## src/rtl/shared_fpu_arbiter.sv

```systemverilog
// Round-robin arbiter sharing one FPU among NumCores APU masters. An in-order
// tag FIFO records which core owns each in-flight op so responses route back.
module shared_fpu_arbiter #(
    parameter int NumCores       = 8,
    parameter int NumArgs        = 3,
    parameter int OpWidth        = 6,
    parameter int TypeWidth      = 3,
    parameter int InFlagsWidth   = 15,
    parameter int OutFlagsWidth  = 5,
    parameter int MaxOutstanding = 4
) (
    input  logic                             clk_i,
    input  logic                             rst_i,
    input  logic [NumCores-1:0]              core_req_i,
    output logic [NumCores-1:0]              core_gnt_o,
    input  logic [NumCores*NumArgs*32-1:0]   core_operands_i,
    input  logic [NumCores*OpWidth-1:0]      core_op_i,
    input  logic [NumCores*TypeWidth-1:0]    core_type_i,
    input  logic [NumCores*InFlagsWidth-1:0] core_flags_i,
    output logic [NumCores-1:0]              core_rvalid_o,
    output logic [31:0]                      core_result_o,
    output logic [OutFlagsWidth-1:0]         core_rflags_o,
    output logic                             fpu_req_o,
    input  logic                             fpu_gnt_i,
    output logic [NumArgs*32-1:0]            fpu_operands_o,
    output logic [OpWidth-1:0]               fpu_op_o,
    output logic [TypeWidth-1:0]             fpu_type_o,
    output logic [InFlagsWidth-1:0]          fpu_flags_o,
    input  logic                             fpu_rvalid_i,
    input  logic [31:0]                      fpu_result_i,
    input  logic [OutFlagsWidth-1:0]         fpu_rflags_i,
    output logic                             busy_o,
    output logic                             err_o
);
    localparam int PW = $clog2(NumCores);
    localparam int FW = $clog2(MaxOutstanding);
    localparam int CW = FW + 1;

    logic [PW-1:0] r_rr;
    logic          r_lock;
    logic [PW-1:0] r_lock_idx;
    logic [PW-1:0] r_tags [MaxOutstanding];
    logic [FW-1:0] r_rd, r_wr;
    logic [CW-1:0] r_cnt;
    logic          r_err;

    logic [PW-1:0] w_sel;
    logic          w_full, w_acc, w_pop, w_push;

    // Rotating priority search starting at the rr pointer; a pending lock overrides it.
    always_comb begin
        logic found;
        int   j;
        w_sel = r_rr;
        found = 1'b0;
        for (int i = 0; i < NumCores; i++) begin
            j = int'(r_rr) + i;
            if (j >= NumCores) j = j - NumCores;
            if (!found && core_req_i[j]) begin
                w_sel = PW'(j);
                found = 1'b1;
            end
        end
        if (r_lock) w_sel = r_lock_idx;
    end

    // No bypass when full: a same-cycle pop does not free a slot until next cycle.
    assign w_full    = (r_cnt == CW'(MaxOutstanding));
    assign fpu_req_o = (r_lock | (|core_req_i)) & ~w_full;
    assign w_acc     = fpu_req_o & fpu_gnt_i;
    assign w_push    = w_acc;
    assign w_pop     = fpu_rvalid_i & (r_cnt != '0);

    assign core_gnt_o     = w_acc ? (NumCores'(1) << w_sel) : '0;
    assign fpu_operands_o = core_operands_i[int'(w_sel)*NumArgs*32 +: NumArgs*32];
    assign fpu_op_o       = core_op_i[int'(w_sel)*OpWidth +: OpWidth];
    assign fpu_type_o     = core_type_i[int'(w_sel)*TypeWidth +: TypeWidth];
    assign fpu_flags_o    = core_flags_i[int'(w_sel)*InFlagsWidth +: InFlagsWidth];

    assign core_rvalid_o = w_pop ? (NumCores'(1) << r_tags[r_rd]) : '0;
    assign core_result_o = w_pop ? fpu_result_i : '0;
    assign core_rflags_o = w_pop ? fpu_rflags_i : '0;
    assign busy_o        = (r_cnt != '0);
    assign err_o         = r_err;

    always_ff @(posedge clk_i) begin
        if (rst_i) begin
            r_rr       <= '0;
            r_lock     <= 1'b0;
            r_lock_idx <= '0;
            r_rd       <= '0;
            r_wr       <= '0;
            r_cnt      <= '0;
            r_err      <= 1'b0;
        end else begin
            if (w_acc) begin
                r_rr          <= (int'(w_sel) == NumCores-1) ? '0 : w_sel + PW'(1);
                r_lock        <= 1'b0;
                r_tags[r_wr]  <= w_sel;
                r_wr          <= r_wr + FW'(1);
            end else if (fpu_req_o) begin
                r_lock     <= 1'b1;
                r_lock_idx <= w_sel;
            end
            if (w_pop) r_rd <= r_rd + FW'(1);
            if (fpu_rvalid_i && r_cnt == '0) r_err <= 1'b1;
            r_cnt <= r_cnt + CW'(w_push) - CW'(w_pop);
        end
    end
endmodule

```

## config.mk

```make
export PLATFORM = sky130hd
export DESIGN_NAME = shared_fpu_arbiter
export DESIGN_NICKNAME = d
export VERILOG_FILES = /design/src/rtl/shared_fpu_arbiter.sv
export SDC_FILE = /design/constraint.sdc
export NUM_CORES = 1
export LEC_CHECK = 0
export CAP_MARGIN = 0
export CELL_PAD_IN_SITES_DETAIL_PLACEMENT = 1
export CELL_PAD_IN_SITES_GLOBAL_PLACEMENT = 2
export CORE_AREA = 5 5 461 463
export CTS_CLUSTER_SIZE = 14
export DETAILED_ROUTE_END_ITERATION = 10
export DIE_AREA = 0 0 466 468
export PLACE_DENSITY = 0.44
export SETUP_SLACK_MARGIN = 0.2
export SLEW_MARGIN = 0
export SYNTH_ARGS = -nofsm -noshare
export SYNTH_HDL_FRONTEND = slang
export SYNTH_SLANG_ARGS = --single-unit
```

## constraint.sdc

```tcl
create_clock -name clk_i -period 7.95 [get_ports clk_i]
set_input_delay 1.59 -clock clk_i [delete_from_list [all_inputs] [get_ports clk_i]]
set_output_delay 1.59 -clock clk_i [all_outputs]
set_load 0.03 [all_outputs]
```

==> metrics.yaml, run 1 <==
status: "finished clean"
synth-adder-area-share_pct: 0.991
fin_worst_skew_ns: 0.00705
grt_setup_unrepaired: "yes"
required_ns: 6.36
synth-seq-cells: 29
multiInputGateArea_mm2: 0.0106
grt_pass1_wl_um: 197000
relSlewSlack_pct: 26.4
synth_compound_area_share_pct: 4.46
pre_cts_ws_ns: 0.0170
setup_viol: 0
fin_crit_sh_pct: 96.4
cts_root_buf: "clkbuf_16"
cts_hold_buf: 0
numClockSinks: 29
path_cells: "clkdlybuf4s50_1, mux2_4, mux4_2, o32a_4, o31ai_2, mux2i_4, or2_1, clkinv_16, buf_4, buf_4, mux2i_1, mux2_2, buf_12"
worst_pin_slew_ns: 1.10
postLayoutCoreUtil_pct: 13.9
cpMaxStageDelayCell: "clkdlybuf4s50_1"
final_cell_count_no_fill: 5300
grt_use_total_pct: 13.9
cap_violations: 0
yosys.area_share.simple_pct: 6.07
fin_nets: 3479
rows: 168
grt_max_degree: 44
drv_slew: 0
min_period_ns: 7.66
ant_nets: 0
synthesis.area_mm2: 0.0121
vias_per_cell: 3.00
drt_iter0_drc: 563
p_leak_nw: 11.3
synth_xor_xnor_area_share_pct: 0.578
cp-end-kind: "output pin"
io_pins: 1185
coreArea_mm2: 0.208
floorplan.die_area_mm2: 0.218
hpwlAfterDp_um: 150000
clk_pin_slew_ns: 0.05
clockBufferDepth: 2
die_y_um: 468
die_w_um: 466
grt_pass1_vias: 17100
wl_um: 162000
synth_edf_count: 12
portBuffers: 1184
start_kind: "input port"
seq_area_um2: 701
max_freq_mhz: 130
hp-class: "flip-flop to flip-flop"
worstPathBufferInverterCount: 5
placed_area_mm2: 0.0287
syn_area_per_cell_um2: 9.65
power_density_mw_per_mm2: 624
n_fill_cell: 24300
drc: 0
cts_buffers: 5
setup-tns-final_ns: 0
crit_family: "buffers and inverters"
hold_viol_final: 0
synth_top_family_by_area: "multiplexers"
synth_fp_nets: 2275
area_growth_pct: 139
mostFrequentLayoutCells: "clkdlybuf4s50_1, mux2i_1, buf_4, mux2_2, buf_12"
ys_types: 64
wl_per_cell_um: 30.6
synthCells: 1257
async_reset_ff_share_pct: 0
cp.arrival_ns: 6.07
yosysSeqAreaShare_pct: 5.78
num_vias: 15900
layout_commonest_cell: "clkdlybuf4s50_1"
firstDrtPassIters: 5
ys.flop_type: "dfxtp_1"
yosys_warnings: 0
gp_congestion: 0.842
cp_max_fo: 31
cts_tree: "yes"
finalWorstSetupSlack_ns: 0.285
htreeDepth: 2
grt_antenna_before_repair: 176
placed_cells_incl_taps: 5257
crit_top_cell: "buf_4"
yosys-mux-area-fraction_pct: 74.3
overflow: 0
critPathMaxStageDelay_ns: 0.55
initial_core_util_pct: 5.82
design_area_mm2: 0.0290
clkLatencyLatePin_ns: 0.28
drive_gt1_share_pct: 17.5
path_class: "input port to output pin"
ir_drop_uv: 252
==> cells in the mapped netlist, types with 2 or more instances <==
cell	count	share of area [%]
a221o_1	4	0.33
nor2_1	41	1.3
buf_12	20	3.3
clkbuf_4	5	0.31
nor3_1	10	0.41
inv_1	12	0.37
a32oi_1	4	0.29
o21a_1	3	0.19
clkbuf_1	28	0.87
buf_2	57	2.4
mux2i_1	717	59
a211oi_1	4	0.25
xnor2_1	6	0.43
xor2_1	2	0.14
dfxtp_1	17	2.8
and3_1	37	1.9
buf_1	3	0.093
a31oi_1	5	0.26
edfxtp_1	12	3.0
nand2b_1	9	0.46
o22ai_1	4	0.21
nand3_1	5	0.21
mux2_2	133	12
mux4_2	13	2.4
o21ai_0	3	0.12
nand2_1	24	0.74
a221oi_1	4	0.29
ha_1	8	0.83
buf_6	3	0.28
mux2i_2	2	0.23
a21o_1	3	0.19
nand3b_1	3	0.19
nor2b_1	5	0.26
o211ai_1	8	0.50
or3_1	2	0.10
a21oi_1	8	0.33
and2_1	6	0.31
==> timing repair <==
| item | CTS | global route |
|---|---|---|
| setup endpoints to repair | 11 | 33 |
| gates cloned | 0 | 1 |
| setup buffers | 0 | 1 |
| endpoints found under the hold margin | 0 | 0 |
| gates resized for setup | 9 | 14 |
| pin swaps | 0 | 1 |
==> worst register-to-register path: stages (launching register included) <==
cell and delay, ns:
dfxtp_1 0.32, inv_1 0.14, ha_1 0.71, mux2_2 0.42, mux4_2 0.55, o32a_4 0.44
o31ai_2 0.34, mux2i_4 0.17, or2_1 0.41, clkinv_16 0.14, buf_4 0.45, nor2_1 0.13
a21oi_1 0.13, nor2_1 0.05
==> cells by family (layout without fill, tap and decap cells) <==
kind of cell / after synthesis / count (layout)
flip-flops: 29 / 29
XOR/XNOR: 8 / 8
adder cells (fa/ha/maj): 9 / 9
AND/OR/NAND/NOR: 146 / 146
multiplexers: 866 / 866
other: 0 / 33
buffers and inverters: 131 / 1336
AO/OA/AOI/OAI: 68 / 68
==> state kept, by name, summed over array words and instances, names as in the netlist, named ones only <==
signal,flops
err_o,1
r_cnt,3
r_lock,1
r_lock_idx,3
r_rd,2
r_rr,3
r_tags,12
r_wr,2
==> area by class of cell <==
class	count	share of cell area (%)
clock inverters	3	0.0604
inverters	14	0.362
repair buffers	1313	47.9
diodes	33	0.285
flip-flops and latches	29	2.41
multi-input cells	1097	36.4
clock buffers	5	0.431
repair inverters	1	0.0302
well taps	2805	12.1
==> power by group <==
group	switching, mW	leakage (nW)	internal (mW)
Clock	0.0679	0.0698	0.114
Combinational	9.54	11.0	8.13
Sequential	0.0500	0.250	0.210
Total	9.66	11.3	8.45
==> metal layers <==
layer  share of wire (%)  wire length (um)  global-route usage (%)  vias to the layer above
li1                    -                 -                       -                     7233
met1                  39             63400                    15.7                     7429
met2                  48             77200                    23.8                      896
met3                  12             19300                    7.89                      242
met4                0.88              1420                   0.936                      124
met5                0.48               774                       0                        -
==> worst paths after layout <==
check / depth (start not counted) / end / slack [ns] / startpoint
worst max register to register: 13 / r_rr[0]$_SDFFE_PP0P_ / 3.42 / r_rr[0]$_SDFFE_PP0P_
worst max-delay path: 13 / fpu_operands_o[70] / 0.29 / core_req_i[7]
worst min-delay path: 2 / err_o$_SDFFE_PP0P_ / 0.47 / err_o$_SDFFE_PP0P_
worst min register to register: 2 / err_o$_SDFFE_PP0P_ / 0.47 / err_o$_SDFFE_PP0P_
==> per-stage QoR <==
stage                     total power [mW]  hold WS [ns]
after floorplan                       9.39         0.461
after global placement                18.4         0.456
after detailed placement              18.4         0.470
after CTS                             18.7         0.482
after global routing                  19.3         0.516
final                                 18.1         0.475
Power figures use the tool's default switching activity.
==> inputs of run 2 (changes only) <==
--- a/config.mk
+++ b/config.mk
@@ -9,9 +9,10 @@
 export CELL_PAD_IN_SITES_DETAIL_PLACEMENT = 1
 export CELL_PAD_IN_SITES_GLOBAL_PLACEMENT = 2
 export CORE_AREA = 5 5 461 463
-export CTS_CLUSTER_SIZE = 14
+export CTS_CLUSTER_SIZE = 28
 export DETAILED_ROUTE_END_ITERATION = 10
 export DIE_AREA = 0 0 466 468
+export GPL_TIMING_DRIVEN = 1
 export PLACE_DENSITY = 0.44
 export SETUP_SLACK_MARGIN = 0.2
 export SLEW_MARGIN = 0
==> results of run 2 <==
Final layout, timing and power as in run 1 (identical DEF).
